`src/rtl/pulse_stretcher.sv`:
```
// Stretches single-cycle lock events into pin-visible levels: a solid hold or
// a fixed count of on/off blinks. out and busy are registered for direct pin drive.
module pulse_stretcher #(
  parameter int HOLD_CYCLES = 100000000,
  parameter int BLINK_HALF  = 25000000,
  parameter int BLINK_COUNT = 3
) (
  input  logic clk,
  input  logic rst,
  input  logic trig,
  input  logic mode,
  output logic out,
  output logic busy
);

  localparam int CNT_MAX = (HOLD_CYCLES > BLINK_HALF) ? HOLD_CYCLES : BLINK_HALF;
  localparam int CW      = $clog2(CNT_MAX + 1);
  localparam int PW      = $clog2(BLINK_COUNT + 1);

  localparam logic [1:0] IDLE      = 2'd0;
  localparam logic [1:0] SOLID     = 2'd1;
  localparam logic [1:0] BLINK_ON  = 2'd2;
  localparam logic [1:0] BLINK_OFF = 2'd3;

  logic [1:0]    state_q, state_d;
  logic [CW-1:0] cnt_q, cnt_d;
  logic [PW-1:0] pair_q, pair_d;
  logic          out_q, out_d;
  logic          busy_q, busy_d;
  logic          accept_req;

  always_comb begin
    state_d    = state_q;
    cnt_d      = cnt_q;
    pair_d     = pair_q;
    accept_req = 1'b0;

    case (state_q)
      IDLE: accept_req = 1'b1;
      SOLID: begin
        // Any trig here is a restart: solid reloads, blink aborts the hold.
        if (trig) begin
          accept_req = 1'b1;
        end else if (cnt_q <= CW'(1)) begin
          state_d = IDLE;
        end else begin
          cnt_d = cnt_q - CW'(1);
        end
      end
      BLINK_ON: begin
        if (cnt_q <= CW'(1)) begin
          state_d = BLINK_OFF;
          cnt_d   = CW'(BLINK_HALF);
        end else begin
          cnt_d = cnt_q - CW'(1);
        end
      end
      BLINK_OFF: begin
        if (cnt_q <= CW'(1)) begin
          if (pair_q > PW'(1)) begin
            state_d = BLINK_ON;
            cnt_d   = CW'(BLINK_HALF);
            pair_d  = pair_q - PW'(1);
          end else begin
            // Pattern ends this edge; a coincident trig starts a new one.
            state_d    = IDLE;
            accept_req = 1'b1;
          end
        end else begin
          cnt_d = cnt_q - CW'(1);
        end
      end
      default: state_d = IDLE;
    endcase

    if (accept_req && trig) begin
      if (mode) begin
        state_d = BLINK_ON;
        cnt_d   = CW'(BLINK_HALF);
        pair_d  = PW'(BLINK_COUNT);
      end else begin
        state_d = SOLID;
        cnt_d   = CW'(HOLD_CYCLES);
      end
    end

    out_d  = (state_d == SOLID) || (state_d == BLINK_ON);
    busy_d = (state_d != IDLE);
  end

  always_ff @(posedge clk) begin
    if (rst) begin
      state_q <= IDLE;
      cnt_q   <= '0;
      pair_q  <= '0;
      out_q   <= 1'b0;
      busy_q  <= 1'b0;
    end else begin
      state_q <= state_d;
      cnt_q   <= cnt_d;
      pair_q  <= pair_d;
      out_q   <= out_d;
      busy_q  <= busy_d;
    end
  end

  assign out  = out_q;
  assign busy = busy_q;

endmodule
```
`config.mk`:
```
export PLATFORM = sky130hd
export DESIGN_NAME = pulse_stretcher
export DESIGN_NICKNAME = d
export VERILOG_FILES = /design/src/rtl/pulse_stretcher.sv
export SDC_FILE = /design/constraint.sdc
export NUM_CORES = 1
export LEC_CHECK = 0
export ABC_AREA = 1
export ABC_CLOCK_PERIOD_IN_PS = 3300
export BUFFER_PORTS_ARGS = -buffer_cell sky130_fd_sc_hd__buf_2
export CORE_AREA = 4 4 91 93
export DETAILED_ROUTE_END_ITERATION = 6
export DIE_AREA = 0 0 95 97
export HOLD_SLACK_MARGIN = 0.15
export MAX_ROUTING_LAYER = met4
export PLACE_DENSITY = 0.55
export SLEW_MARGIN = 30
export SYNTH_ARGS = -nofsm -noshare
export SYNTH_HDL_FRONTEND = slang
export SYNTH_SLANG_ARGS = --single-unit
```
`constraint.sdc`:
```
create_clock -name clk -period 3.3 [get_ports clk]
set_input_delay 0.66 -clock clk [delete_from_list [all_inputs] [get_ports clk]]
set_output_delay 0.66 -clock clk [all_outputs]
set_load 0.02 [all_outputs]
```
==> impl_metrics.tcl, run 1 <==
set metrics [dict create \
    critPathLaunchType "register" \
    drt-initial-drc-count 123 \
    p_per_area_nw_per_um2 474 \
    status "finished, final reports clean" \
    ant_nets 0 \
    hold_path.class "register to register" \
    dpl.hpwl_um 4860 \
    ys_seq_area_share_pct 25.8 \
    worstMarginPinSlew_ps 852 \
    max_freq_mhz 418 \
    cts.reportedPaths.clkPinSlew_ps 80 \
    htreeDepth 2 \
    top_layer_used "met4" \
    finalCritPeriodShare_pct 72.5 \
    grt_pass1_wl_um 11300 \
    synth-warning-count 0 \
    ctsHoldBuffers 0 \
    core-area_sq_um 7530 \
    detail_route.wl_per_cell_um 12.0 \
    first_global_vias 2412 \
    seq_area_sq_um 661 \
    p_total_mw 1.29 \
    fin_cells 544 \
    grt-ovfl-total 0 \
    drt-total-wl_um 6530 \
    rows 32 \
    synth.distinct_cells 25 \
    vias 2489 \
    drive_gt1_share_pct 11.1 \
    slew_headroom_pct 42.8 \
    cts_resized 0 \
    antenna-diode-count 0 \
    die_w_um 95 \
    finalSetupTns_ps 0 \
    critical_path.max_fanout 15 \
    cts_made_buffers 5 \
    clock-sinks 33 \
    finalSetupViolations 0 \
    hold_viol 0 \
    synth_area_leaders "dfxtp_1, nand2_1, nor2_1" \
    p_leak_nw 1.36 \
    first_pass_iters 4 \
    postSynthAreaPerCell_sq_um 5.82 \
    mostFrequentLayoutCells "nand2_1, nor2_1, inv_1" \
    syn-num-nets 450 \
    insertion_delay_ps 290 \
    synth_area_leader_cell "dfxtp_1" \
    gp_congestion 0.901 \
    cts_setup_buffers 0 \
    ir_worst_vdd_v 0.000202 \
    drc 0 \
    wl_met1_um 3250 \
    min_period_ps 2390 \
    postSynthCellCount 441 \
    syn_to_final_growth_pct 6.05 \
    syn_area_sq_um 2560 \
    antenna_found_initial 0 \
    track_usage_pct 15.5 \
    nFillCells 867 \
    vias_per_cell 4.58 \
    endpoint_kind "register" \
    whs_ps 565 \
    multiInputGateArea_sq_um 1630 \
    wl_met2_um 2990 \
    grt_max_degree 55 \
    die-area_sq_um 9220 \
    final_common_cell "nand2_1" \
    place.port_buffers 5 \
    arrival_ps 2590 \
    num-nets-final 450 \
    ys_ff_latch 33 \
    drv_cap 0 \
    ios 6 \
    dp.cells 536 \
    clk_path_buf_depth 2 \
    rsz0062_at_grt "false" \
    route.met3.wl_um 223 \
    fp.dieH_um 97 \
    start_util_pct 34.1 \
    cts_tree "yes" \
    maxSlewViolCount 0 \
    root_buffer "clkbuf_8" \
    synth_top_area_share_pct 25.8 \
    skew_ps 6.83 \
    required_ps 3500 \
    rrSetupSlack_ps 910 \
    worst-setup-path-type "register to register" \
]
[final cells by class]
type | count | share of cell area, %
multi-input combinational | 344 | 59.8
clock buffer | 5 | 2.53
clock inverter | 3 | 0.644
tap | 102 | 4.69
sequential | 33 | 24.3
timing repair buffer | 5 | 0.920
inverter | 52 | 7.18
[power breakdown]
part           leakage [nW]  total (mW)  switching [mW]  internal [mW]
Clock                0.0439       0.318           0.172          0.146
Sequential            0.274       0.495          0.0513          0.444
Combinational          1.04       0.475           0.313          0.163
Total                  1.36        1.29           0.536          0.752
[synth_stat cells (all sizes together)]
cell / instances
clkbuf: 3
clkinv: 1
and2: 2
ha: 5
buf: 9
o21ai: 9
xor2: 17
nand2: 139
nand3: 21
dfxtp: 33
a21oi: 18
nand4: 11
nor2: 122
inv: 51
[worst paths after layout]
| kind | startpoint | to | cells past startpoint |
|---|---|---|---|
| hold reg to reg | cnt_q[14]$_SDFFE_PP0P_ | cnt_q[14]$_SDFFE_PP0P_ | 4 |
| setup reg to reg | cnt_q[1]$_SDFFE_PP0P_ | out$_SDFF_PP0_ | 15 |
| setup / recovery | cnt_q[1]$_SDFFE_PP0P_ | out$_SDFF_PP0_ | 15 |
| hold / removal | cnt_q[14]$_SDFFE_PP0P_ | cnt_q[14]$_SDFFE_PP0P_ | 4 |
[worst max-delay path, cell delays in order (launching register included)]
cell,delay (ps)
dfxtp_1,300
inv_1,110
ha_1,160
inv_1,30
nor2_1,130
nand2_1,70
nor2_1,100
nand2_1,90
nand2_4,210
nand4_4,240
nand2_4,220
nand2_4,90
and2_4,170
ha_1,280
inv_1,50
nor2_1,30
[per-layer routing]
| metal | vias up | track usage (%) |
|---|---|---|
| met2 | 32 | 23.7 |
| met1 | 1104 | 21.2 |
| met4 | 0 | 3.33 |
| met3 | 10 | 2.72 |
| met5 | - | - |
| li1 | 1343 | - |
[sequential cells by signal (all words and copies together) (netlist names)]
signal / cells
out: 1
cnt_q: 27
busy: 1
state_q: 2
pair_q: 2
[metrics by stage]
stage          setup WS [ps]  area [sq um]  utilization [%]
5_1_grt                  728          2720             36.1
2_1_floorplan           1350          2560                -
3_5_place_dp             915          2630             35.0
6_report                 906          2720             36.1
4_1_cts                  901          2720             36.1
3_3_place_gp             957          2630             35.0
[kinds of logic (layout without fill, tap and decap cells)]
| group | count (synthesis) | count (layout) | synth area share [%] |
|---|---|---|---|
| fa+ha+maj | 5 | 5 | 2.44 |
| compound gates | 27 | 27 | 5.27 |
| simple gates | 295 | 295 | 49.9 |
| buf+inv | 64 | 65 | 10.9 |
| flops | 33 | 33 | 25.8 |
| xor+xnor | 17 | 17 | 5.80 |
(Power assumes the default switching activity.)
==> run 2: changes to the inputs <==
- ABC_CLOCK_PERIOD_IN_PS: 3300 -> 2510
- clock period: 3.3 -> 2.51 ns (I/O delays scaled with it)
==> run 2 against run 1 <==
Via count up 2.6%. Worst hold slack worse by 110 ps. Global-route usage up 0.69 points. Register-to-register slack worse by 510 ps. Highest routed layer unchanged.
==> impl_metrics.tcl, run 2 (same netlist as run 1, synthesis figures left out) <==
set metrics [dict create \
    startpoint "cnt_q[1]$_SDFFE_PP0P_" \
    reg2regPathDepth 15 \
    cts.reportedPaths.clkPinSlew_ps 80 \
    drc 0 \
    required_ps 2700 \
    syn_to_final_growth_pct 9.76 \
    vias 2553 \
    grt_max_degree 28 \
    min_period_ps 2110 \
    placed_area_sq_um 2700 \
    skew_ps 9.54 \
    crit_slowest_cell "dfxtp_1" \
    ios 6 \
    ctsHoldBuffers 0 \
    htreeDepth 2 \
    worstSetupEndpoint "out$_SDFF_PP0_" \
    gp_congestion 0.939 \
    grt_pass1_wl_um 11500 \
    cts_resized 0 \
    track_usage_pct 16.2 \
    largest-register "cnt_q" \
    p_leak_nw 1.41 \
    p_per_area_nw_per_um2 649 \
    reg2reg_to "out$_SDFF_PP0_" \
    vias_per_cell 4.63 \
    antenna-diode-count 0 \
    hold_path.class "input port to register" \
    maxSlewViolCount 0 \
    finalCritPeriodShare_pct 84.1 \
    reg.largest.list "cnt_q x27, pair_q x2, state_q x2" \
    die-area_sq_um 9220 \
    drt-initial-drc-count 146 \
    mostFrequentLayoutCells "nand2_1, nor2_1, inv_1" \
    antenna_found_initial 0 \
    grt-ovfl-total 0 \
    start_util_pct 34.1 \
    drive_gt1_share_pct 12.2 \
    drt-total-wl_um 6710 \
    clk_path_buf_depth 2 \
    hold_viol 0 \
    status "finished, final reports clean" \
    endpoint_kind "register" \
    drv_cap 0 \
    slowest_delay_ps 300 \
    rsz0062_at_grt "false" \
    worst-setup-path-type "register to register" \
    path_cells "inv_1, ha_1, inv_1, nor2_1, nand2_1, nor2_1, nand2_1, nand2_4, nand4_4, nand2_4, nand2_4, and2_4, ha_1, inv_1, nor2_1" \
    p_total_mw 1.83 \
    critPathLaunchType "register" \
    first_global_vias 2402 \
    ant_nets 0 \
    first_pass_iters 4 \
    max_freq_mhz 474 \
    final_common_cell "nand2_1" \
    worstMarginPinSlew_ps 502 \
    arrival_ps 2300 \
    detail_route.wl_per_cell_um 12.2 \
    r2r_start "cnt_q[1]$_SDFFE_PP0P_" \
    worst_slack_ps 400 \
    cts_made_buffers 5 \
    dpl.hpwl_um 5100 \
    critical_path.max_fanout 9 \
    slew_headroom_pct 66.5 \
    dpl_worst_slack_ps 379 \
    ir_worst_vdd_v 0.000275 \
    insertion_delay_ps 300 \
    die_w_um 95 \
    clock-sinks 33 \
    finalSetupTns_ps 0 \
    place.port_buffers 5 \
    finalSetupViolations 0 \
    final_util_pct 37.4 \
    root_buffer "clkbuf_8" \
    rows 32 \
    finalInstanceArea_sq_um 2820 \
    num-nets-final 457 \
    cts_tree "yes" \
    rrSetupSlack_ps 400 \
    cts_setup_buffers 0 \
    largest_reg_flops 27 \
    fp.dieH_um 97 \
    core-area_sq_um 7530 \
]
==> run 2: stage by stage <==
stage               hold WS (ps)  instances
floorplan                    526        441
global placement             547        543
detailed placement           553        543
CTS                          454        551
global route                 471        551
finish                       458        551
==> run 2: worst min path at each step <==
stage	cells after the start	to	slack, ps	from
2_1_floorplan	4	cnt_q[14]$_SDFFE_PP0P_	530	cnt_q[14]$_SDFFE_PP0P_
3_3_place_gp	4	cnt_q[12]$_SDFFE_PP0P_	550	cnt_q[12]$_SDFFE_PP0P_
3_5_place_dp	4	cnt_q[12]$_SDFFE_PP0P_	550	cnt_q[12]$_SDFFE_PP0P_
4_1_cts	2	state_q[1]$_SDFF_PP0_	450	rst
5_1_grt	2	state_q[1]$_SDFF_PP0_	470	rst
6_report	2	state_q[1]$_SDFF_PP0_	460	rst
==> run 2: cell type report <==
class	count	area (sq um)
Multi-Input combinational cell	344	1630
Clock buffer	7	86.3
Sequential cell	33	661
Tap cell	102	128
Timing Repair Buffer	12	90.1
Clock inverter	1	30.0
Fill cell	872	4710
Inverter	52	195
==> run 2: power breakdown <==
group,internal (mW),switching [mW]
clock,0.324,0.217
sequential,0.583,0.0641
combinational,0.222,0.417
total,1.13,0.698
==> run 2: per-layer routing <==
| metal | up-vias | GRT usage (%) | share of wire (%) | wire length, um |
|---|---|---|---|---|
| met5 | - | - | 0 | 0 |
| met2 | 53 | 24.9 | 46 | 3080 |
| met4 | 0 | 5.11 | 1.4 | 95 |
| met3 | 9 | 2.41 | 4.7 | 315 |
| met1 | 1128 | 21.6 | 48 | 3220 |
| li1 | 1363 | - | - | - |
==> run 2: worst max-delay path, delay by kind of cell, from the launching register on <==
family	cells	cell delay, ps
fa+ha+maj	2	450
buf+inv	3	200
flops	1	300
simple gates	10	1080
